## src/rtl/mc_ctrl_pkg.sv

```systemverilog
// rtl/mc_ctrl_pkg.sv - shared opcode, state and mux-select encodings for the multi-cycle controller
package mc_ctrl_pkg;

    typedef enum logic [3:0] {
        S_FETCH  = 4'd0,
        S_DECODE = 4'd1,
        S_MEMADR = 4'd2,
        S_MEMRD  = 4'd3,
        S_MEMWB  = 4'd4,
        S_MEMWR  = 4'd5,
        S_EXEC   = 4'd6,
        S_RWB    = 4'd7,
        S_BRANCH = 4'd8,
        S_JUMP   = 4'd9,
        S_ADDIEX = 4'd10,
        S_ADDIWB = 4'd11
    } state_e;

    localparam logic [5:0] OP_RTYPE = 6'b000000;
    localparam logic [5:0] OP_LW    = 6'b100011;
    localparam logic [5:0] OP_SW    = 6'b101011;
    localparam logic [5:0] OP_BEQ   = 6'b000100;
    localparam logic [5:0] OP_J     = 6'b000010;
    localparam logic [5:0] OP_ADDI  = 6'b001000;

    localparam logic [1:0] ALU_ADD   = 2'd0;
    localparam logic [1:0] ALU_SUB   = 2'd1;
    localparam logic [1:0] ALU_FUNCT = 2'd2;

    localparam logic [1:0] PC_ALU    = 2'd0;
    localparam logic [1:0] PC_ALUOUT = 2'd1;
    localparam logic [1:0] PC_JUMP   = 2'd2;

    localparam logic [1:0] SRCB_RT     = 2'd0;
    localparam logic [1:0] SRCB_FOUR   = 2'd1;
    localparam logic [1:0] SRCB_IMM    = 2'd2;
    localparam logic [1:0] SRCB_IMM_SH = 2'd3;

    typedef struct packed {
        logic       mem_req;
        logic       mem_we;
        logic       i_or_d;
        logic       ir_we;
        logic       pc_we;
        logic [1:0] pc_src;
        logic       reg_we;
        logic       reg_dst;
        logic       mem_to_reg;
        logic       alu_src_a;
        logic [1:0] alu_src_b;
        logic [1:0] alu_op;
    } ctrl_t;

    // Unsupported opcodes fall back to FETCH; the caller flags them as illegal.
    function automatic state_e decode_next(input logic [5:0] op);
        state_e nxt;
        case (op)
            OP_LW, OP_SW: nxt = S_MEMADR;
            OP_RTYPE:     nxt = S_EXEC;
            OP_BEQ:       nxt = S_BRANCH;
            OP_J:         nxt = S_JUMP;
            OP_ADDI:      nxt = S_ADDIEX;
            default:      nxt = S_FETCH;
        endcase
        return nxt;
    endfunction

endpackage

```

## src/rtl/mc_ctrl_if.sv

```systemverilog
// rtl/mc_ctrl_if.sv - controller-to-datapath control/handshake bundle
interface mc_ctrl_if;
    logic [5:0] opcode;
    logic       zero;
    logic       mem_ready;
    logic       mem_req;
    logic       mem_we;
    logic       i_or_d;
    logic       ir_we;
    logic       pc_we;
    logic [1:0] pc_src;
    logic       reg_we;
    logic       reg_dst;
    logic       mem_to_reg;
    logic       alu_src_a;
    logic [1:0] alu_src_b;
    logic [1:0] alu_op;
    logic       illegal;
    logic       bus_err;
    logic [3:0] state_o;

    modport master (
        input  opcode, zero, mem_ready,
        output mem_req, mem_we, i_or_d, ir_we, pc_we, pc_src, reg_we, reg_dst,
               mem_to_reg, alu_src_a, alu_src_b, alu_op, illegal, bus_err, state_o
    );

    modport slave (
        output opcode, zero, mem_ready,
        input  mem_req, mem_we, i_or_d, ir_we, pc_we, pc_src, reg_we, reg_dst,
               mem_to_reg, alu_src_a, alu_src_b, alu_op, illegal, bus_err, state_o
    );
endinterface

```

## src/rtl/mc_ctrl_wait_cnt.sv

```systemverilog
// rtl/mc_ctrl_wait_cnt.sv - saturating memory-wait counter with timeout flag
module mc_wait_cnt #(
    parameter int CNT_W       = 8,
    parameter int MEM_TIMEOUT = 15
) (
    input  logic clock,
    input  logic reset,
    input  logic en,
    input  logic clr,
    output logic expired
);
    logic [CNT_W-1:0] cnt_q, cnt_d;

    always_comb begin
        cnt_d = cnt_q;
        if (clr) begin
            cnt_d = '0;
        end else if (en && (cnt_q != '1)) begin
            cnt_d = cnt_q + CNT_W'(1);
        end
    end

    always_ff @(posedge clock) begin
        if (!reset) begin
            cnt_q <= '0;
        end else begin
            cnt_q <= cnt_d;
        end
    end

    assign expired = (cnt_q >= CNT_W'(MEM_TIMEOUT));
endmodule

```

## src/rtl/mc_ctrl.sv

```systemverilog
// rtl/mc_ctrl.sv - multi-cycle MIPS-subset control FSM with memory-ready timeout
module mc_ctrl
    import mc_ctrl_pkg::*;
#(
    parameter int MEM_TIMEOUT = 15,
    parameter int CNT_W       = 8
) (
    input logic       clock,
    input logic       reset,
    mc_ctrl_if.master ctl
);
    state_e state_q, state_d;
    logic   illegal_q, illegal_d, bus_err_q, bus_err_d;
    logic   wait_state, cnt_en, cnt_clr, expired, timeout;
    ctrl_t  c;

    mc_wait_cnt #(.CNT_W(CNT_W), .MEM_TIMEOUT(MEM_TIMEOUT)) u_wait_cnt (
        .clock   (clock),
        .reset   (reset),
        .en      (cnt_en),
        .clr     (cnt_clr),
        .expired (expired)
    );

    // mem_ready in the deciding cycle beats an expiring counter.
    assign wait_state = (state_q == S_FETCH) || (state_q == S_MEMRD) || (state_q == S_MEMWR);
    assign timeout    = wait_state && !ctl.mem_ready && expired;
    assign cnt_en     = wait_state && !ctl.mem_ready;
    assign cnt_clr    = ctl.mem_ready || timeout || (state_d != state_q);

    always_ff @(posedge clock) begin
        if (!reset) begin
            state_q   <= S_FETCH;
            illegal_q <= 1'b0;
            bus_err_q <= 1'b0;
        end else begin
            state_q   <= state_d;
            illegal_q <= illegal_d;
            bus_err_q <= bus_err_d;
        end
    end

    always_comb begin
        state_d   = state_q;
        illegal_d = 1'b0;
        bus_err_d = 1'b0;
        c         = '0;
        case (state_q)
            S_FETCH: begin
                c.mem_req   = 1'b1;
                c.alu_src_b = SRCB_FOUR;
                c.alu_op    = ALU_ADD;
                c.pc_src    = PC_ALU;
                c.ir_we     = ctl.mem_ready;
                c.pc_we     = ctl.mem_ready;
                if (ctl.mem_ready) state_d = S_DECODE;
            end
            S_DECODE: begin
                c.alu_src_b = SRCB_IMM_SH;
                state_d     = decode_next(ctl.opcode);
                illegal_d   = (decode_next(ctl.opcode) == S_FETCH);
            end
            S_MEMADR: begin
                c.alu_src_a = 1'b1;
                c.alu_src_b = SRCB_IMM;
                state_d     = (ctl.opcode == OP_LW) ? S_MEMRD : S_MEMWR;
            end
            S_MEMRD: begin
                c.mem_req = 1'b1;
                c.i_or_d  = 1'b1;
                if (ctl.mem_ready) state_d = S_MEMWB;
            end
            S_MEMWB: begin
                c.reg_we     = 1'b1;
                c.mem_to_reg = 1'b1;
                state_d      = S_FETCH;
            end
            S_MEMWR: begin
                c.mem_req = 1'b1;
                c.mem_we  = 1'b1;
                c.i_or_d  = 1'b1;
                if (ctl.mem_ready) state_d = S_FETCH;
            end
            S_EXEC: begin
                c.alu_src_a = 1'b1;
                c.alu_src_b = SRCB_RT;
                c.alu_op    = ALU_FUNCT;
                state_d     = S_RWB;
            end
            S_RWB: begin
                c.reg_we  = 1'b1;
                c.reg_dst = 1'b1;
                state_d   = S_FETCH;
            end
            S_BRANCH: begin
                c.alu_src_a = 1'b1;
                c.alu_op    = ALU_SUB;
                c.pc_src    = PC_ALUOUT;
                c.pc_we     = ctl.zero;
                state_d     = S_FETCH;
            end
            S_JUMP: begin
                c.pc_src = PC_JUMP;
                c.pc_we  = 1'b1;
                state_d  = S_FETCH;
            end
            S_ADDIEX: begin
                c.alu_src_a = 1'b1;
                c.alu_src_b = SRCB_IMM;
                state_d     = S_ADDIWB;
            end
            S_ADDIWB: begin
                c.reg_we = 1'b1;
                state_d  = S_FETCH;
            end
            default: state_d = S_FETCH;
        endcase
        if (timeout) begin
            state_d   = S_FETCH;
            bus_err_d = 1'b1;
        end
        // Nothing may be requested or written while reset is held.
        if (!reset) c = '0;
    end

    assign ctl.mem_req    = c.mem_req;
    assign ctl.mem_we     = c.mem_we;
    assign ctl.i_or_d     = c.i_or_d;
    assign ctl.ir_we      = c.ir_we;
    assign ctl.pc_we      = c.pc_we;
    assign ctl.pc_src     = c.pc_src;
    assign ctl.reg_we     = c.reg_we;
    assign ctl.reg_dst    = c.reg_dst;
    assign ctl.mem_to_reg = c.mem_to_reg;
    assign ctl.alu_src_a  = c.alu_src_a;
    assign ctl.alu_src_b  = c.alu_src_b;
    assign ctl.alu_op     = c.alu_op;
    assign ctl.illegal    = illegal_q;
    assign ctl.bus_err    = bus_err_q;
    assign ctl.state_o    = state_q;
endmodule

```

## src/flat_wrapper.sv

```systemverilog
// flat-port wrapper written by rule: the top's interface ports become plain ports
module mc_ctrl_flat import mc_ctrl_pkg::*;
#(
    parameter int MEM_TIMEOUT = 15,
    parameter int CNT_W       = 8
)
  (clock, reset, ctl_opcode, ctl_zero, ctl_mem_ready, ctl_mem_req, ctl_mem_we, ctl_i_or_d, ctl_ir_we, ctl_pc_we, ctl_pc_src, ctl_reg_we, ctl_reg_dst, ctl_mem_to_reg, ctl_alu_src_a, ctl_alu_src_b, ctl_alu_op, ctl_illegal, ctl_bus_err, ctl_state_o);
  mc_ctrl_if ctl_i ();
  input logic clock;
  input logic reset;
  input wire logic [$bits(ctl_i.opcode)-1:0] ctl_opcode;
  input wire logic [$bits(ctl_i.zero)-1:0] ctl_zero;
  input wire logic [$bits(ctl_i.mem_ready)-1:0] ctl_mem_ready;
  output wire logic [$bits(ctl_i.mem_req)-1:0] ctl_mem_req;
  output wire logic [$bits(ctl_i.mem_we)-1:0] ctl_mem_we;
  output wire logic [$bits(ctl_i.i_or_d)-1:0] ctl_i_or_d;
  output wire logic [$bits(ctl_i.ir_we)-1:0] ctl_ir_we;
  output wire logic [$bits(ctl_i.pc_we)-1:0] ctl_pc_we;
  output wire logic [$bits(ctl_i.pc_src)-1:0] ctl_pc_src;
  output wire logic [$bits(ctl_i.reg_we)-1:0] ctl_reg_we;
  output wire logic [$bits(ctl_i.reg_dst)-1:0] ctl_reg_dst;
  output wire logic [$bits(ctl_i.mem_to_reg)-1:0] ctl_mem_to_reg;
  output wire logic [$bits(ctl_i.alu_src_a)-1:0] ctl_alu_src_a;
  output wire logic [$bits(ctl_i.alu_src_b)-1:0] ctl_alu_src_b;
  output wire logic [$bits(ctl_i.alu_op)-1:0] ctl_alu_op;
  output wire logic [$bits(ctl_i.illegal)-1:0] ctl_illegal;
  output wire logic [$bits(ctl_i.bus_err)-1:0] ctl_bus_err;
  output wire logic [$bits(ctl_i.state_o)-1:0] ctl_state_o;
  assign ctl_i.opcode = ctl_opcode;
  assign ctl_i.zero = ctl_zero;
  assign ctl_i.mem_ready = ctl_mem_ready;
  assign ctl_mem_req = ctl_i.mem_req;
  assign ctl_mem_we = ctl_i.mem_we;
  assign ctl_i_or_d = ctl_i.i_or_d;
  assign ctl_ir_we = ctl_i.ir_we;
  assign ctl_pc_we = ctl_i.pc_we;
  assign ctl_pc_src = ctl_i.pc_src;
  assign ctl_reg_we = ctl_i.reg_we;
  assign ctl_reg_dst = ctl_i.reg_dst;
  assign ctl_mem_to_reg = ctl_i.mem_to_reg;
  assign ctl_alu_src_a = ctl_i.alu_src_a;
  assign ctl_alu_src_b = ctl_i.alu_src_b;
  assign ctl_alu_op = ctl_i.alu_op;
  assign ctl_illegal = ctl_i.illegal;
  assign ctl_bus_err = ctl_i.bus_err;
  assign ctl_state_o = ctl_i.state_o;
  mc_ctrl #(.MEM_TIMEOUT(MEM_TIMEOUT), .CNT_W(CNT_W)) u_core (.clock(clock), .reset(reset), .ctl(ctl_i));
endmodule
```

## config.mk

```make
export PLATFORM = sky130hd
export DESIGN_NAME = mc_ctrl_flat
export DESIGN_NICKNAME = d
export VERILOG_FILES = /design/src/rtl/mc_ctrl_pkg.sv /design/src/rtl/mc_ctrl_if.sv /design/src/rtl/mc_ctrl_wait_cnt.sv /design/src/rtl/mc_ctrl.sv /design/src/flat_wrapper.sv
export SDC_FILE = /design/constraint.sdc
export NUM_CORES = 1
export LEC_CHECK = 0
export ABC_AREA = 1
export CORE_ASPECT_RATIO = 0.9
export CORE_MARGIN = 2
export CORE_UTILIZATION = 40
export CTS_CLUSTER_DIAMETER = 200
export DETAILED_ROUTE_END_ITERATION = 8
export MAX_ROUTING_LAYER = met4
export PLACE_DENSITY = 0.78
export RECOVER_POWER = 50
export SLEW_MARGIN = 20
export SYNTH_ARGS = -nofsm -noshare
export SYNTH_HDL_FRONTEND = slang
export SYNTH_SLANG_ARGS = --single-unit
```

## constraint.sdc

```tcl
create_clock -name clock -period 1.8 [get_ports clock]
set_input_delay 0.36 -clock clock [delete_from_list [all_inputs] [get_ports clock]]
set_output_delay 0.36 -clock clock [all_outputs]
set_load 0.05 [all_outputs]
```

==> results.yml <==
layout:
  final_core_util_pct: 86.69
  drive_gt1_share_pct: 48.29
  n_fill_cell: 109
  nets: 217
  diodes: 0
  area_growth_pct: 106.6
sta:
  maxSlewViolCount: 0
  setup_viol: 16
  rsz0062_at_grt: "yes"
  whs_ns: 0.6016
  period_minus_slack_ns: 2.023
  fin_crit_sh_pct: 112.4
  hold_violations: 0
  fin_skew_ns: 0.005072
  tightest_slew_ns: 0.6163
  relSlewSlack_pct: 59.09
  fmax_mhz: 494.4
  setup_slack_ns: -0.2226
clock_tree:
  worst_setup_hold_path_clk_slew_ns: 0.09
  clock_latency_ns: 0.30
  clk_root_buffer_cell: "clkbuf_4"
  clock_path_buffers: 2
  cts_tree: "done"
  cts_sinks: 14
  cts_made_buffers: 3
  cts-htree-levels: 1
floorplanning:
  dieArea_mm2: 0.002665
  die_w_um: 54.20
  start_util_pct: 41.96
  io_pins: 31
  core_mm2: 0.002162
  rows: 16
  die_h_um: 49.18
worst_setup_path:
  r2r_setup_slack_ns: -0.22
  path_max_fanout: 7
  worstSetupEndpointType: "register"
  worstPathRequired_ns: 2.04
  crit_chain: "buf_12 -> nor2_4 -> buf_6 -> nand2_8 -> nand3_2 -> nand3_1 -> nand2_2 -> nand2_1 -> nand2_1 -> nand3_2 -> nor2_1"
  max_stage_delay_ns: 0.39
  path_buf_inv: 2
  critPathKind: "register to register"
  path_delay_family: "simple AND/OR/NAND/NOR gates"
  arrival_ns: 2.26
  worst_path_max_delay_cell: "dfxtp_4"
  cp-start-kind: "register"
synthesis:
  synth_edf_count: 0
  syn_area_um2: 907.1
  ys_types: 27
  synth-seq-cells: 14
  synth_top_area_share_pct: 30.90
  ys_warn_count: 0
  synthCells: 147
  synth_area_leader_cell: "dfxtp_1"
  yosysMostFrequentCell: "nand2_1"
  yosys-top-cells-area: "dfxtp_1 (31%), nand2_1 (13%), nor2_1 (12%)"
  synth_common_cells: "nand2_1 (32), nor2_1 (30), inv_1 (19), nand3_1 (15), dfxtp_1 (14)"
  seq_area_frac_synth_pct: 30.90
  synth_area_per_cell_um2: 6.171
  synthFlopType: "dfxtp_1"
  async_flop_share_pct: 0
routing:
  dr.pass1.iters: 4
  drtIter0Drc: 62
  ant_nets: 0
  routed_via_density: 5.772
  wl_per_cell_um: 19.52
  vias: 1339
  drt_drc_violations_left: 0
  totalWireLength_um: 4529
worst_hold_path:
  hold_path_class: "input pin to register"
global_routing:
  grt_pass1_wl_um: 5899
  grt_antenna_before_repair: 0
  grt_overflow: 0
  grt_max_degree: 11
  grt_usage_pct: 31.09
  grt_pass1_vias: 1282
place:
  gp_congestion: 0.8487
  dp_hpwl_um: 2204
  port_buffers: 30
power_and_ir_drop:
  power.density_mw_per_mm2: 419.6
  peakVddDrop_mv: 0.6213
  p_leak_nw: 0.8087
status:
  status: "finished, violations left"
  failed_checks: "setup timing"
flow_run:
  drv_cap: 0
## layer usage
metal | GRT usage [%] | part of all wire, % | routed length [µm] | up-vias
met5 | - | 0 | 0 | -
met4 | 16.67 | 5.3 | 240 | 0
met3 | 8.896 | 9.4 | 427 | 23
met2 | 47.79 | 49 | 2232 | 108
met1 | 35.61 | 36 | 1628 | 622
li1 | - | - | - | 586
## per-stage QoR
stage / area [µm²] / power (mW) / TNS (ns) / setup WS (ns) / std cells
6_report: 1874 / 0.7864 / -1.842 / -0.2226 / 232
2_1_floorplan: 1005 / 0.4312 / -0.3601 / -0.2274 / 150
3_3_place_gp: 1544 / 0.5134 / -1.040 / -0.1165 / 216
4_1_cts: 1749 / 0.7456 / -0.1851 / -0.03593 / 227
3_5_place_dp: 1544 / 0.5189 / -1.642 / -0.1666 / 216
5_1_grt: 1874 / 0.8112 / -2.564 / -0.2573 / 232
## layout make-up
| class | instances | area (µm²) | area share, % |
|---|---|---|---|
| Multi-Input combinational cell | 112 | 780.7 | 41.66 |
| Timing Repair Buffer | 53 | 636.9 | 33.98 |
| Sequential cell | 14 | 295.3 | 15.75 |
| Inverter | 22 | 91.34 | 4.873 |
| Clock buffer | 4 | 36.28 | 1.936 |
| Tap cell | 27 | 33.78 | 1.802 |
## worst min-delay path, delay by kind of cell
kind	cells	cell delay (ns)
and+or+nand+nor	2	0.11
buffers and inverters	2	0.40
## worst paths after layout
kind | cells past startpoint | start | end
setup reg to reg | 11 | u_core.ctl.state_o[3]$_SDFF_PN0_ | u_core.u_wait_cnt.cnt_q[3]$_SDFFE_PP0P_
hold / removal | 4 | reset | u_core.ctl.illegal$_SDFF_PN0_
hold reg to reg | 3 | u_core.u_wait_cnt.cnt_q[3]$_SDFFE_PP0P_ | u_core.u_wait_cnt.cnt_q[3]$_SDFFE_PP0P_
setup / recovery | 11 | u_core.ctl.state_o[3]$_SDFF_PN0_ | u_core.u_wait_cnt.cnt_q[3]$_SDFFE_PP0P_
## power by group
part	internal (mW)	switching (mW)	leakage [nW]
clock network	0.124	0.116	0.0210
logic	0.0894	0.134	0.670
registers	0.314	0.00862	0.118
total	0.527	0.259	0.809
## cell families (layout without fill, tap and decap cells)
family / Yosys count / in the layout / share of synthesized area (%)
AO/OA/AOI/OAI: 16 / 16 / 10.89
XOR/XNOR: 3 / 3 / 2.897
adder cells (fa/ha/maj): 1 / 1 / 1.379
buffers and inverters: 24 / 79 / 10.34
flip-flops: 14 / 14 / 30.90
other: 1 / 4 / 0.4134
AND/OR/NAND/NOR: 88 / 88 / 43.17
## state kept, by name, summed over array words and instances, names as in the netlist
signal,count
u_core.ctl.illegal,1
u_core.ctl.state_o,4
u_core.u_wait_cnt.cnt_q,8
u_core.ctl.bus_err,1
## repair_timing
action                     4_1_cts  5_1_grt
hold buffers                     0        0
buffers inserted                 7        5
gates cloned                     0        0
gates resized for setup         30       28
pin swaps                        8       15
setup endpoints to repair       15       16
## cells in the final DEF, fill, tap and decap left out, types with 2 or more instances in the layout
master	synthesis	final
buf_4	1	17
buf_6	0	3
o21ai_0	3	2
inv_4	0	3
a31oi_4	0	4
nor2_2	2	8
nor2_4	1	9
inv_1	19	12
o21ai_1	1	2
nand3_2	3	4
nand2_2	1	8
xor2_1	2	2
conb_1	1	4
nand2_4	0	3
clkbuf_4	0	3
nor2_1	30	16
nand3_1	15	14
dfxtp_1	14	10
a21oi_4	0	2
nand2_1	32	21
a21oi_1	5	3
clkdlybuf4s50_1	0	7
buf_12	0	18
clkbuf_1	1	5
inv_2	2	6
dfxtp_4	0	4
No activity file was read; power rests on OpenSTA's default activity.
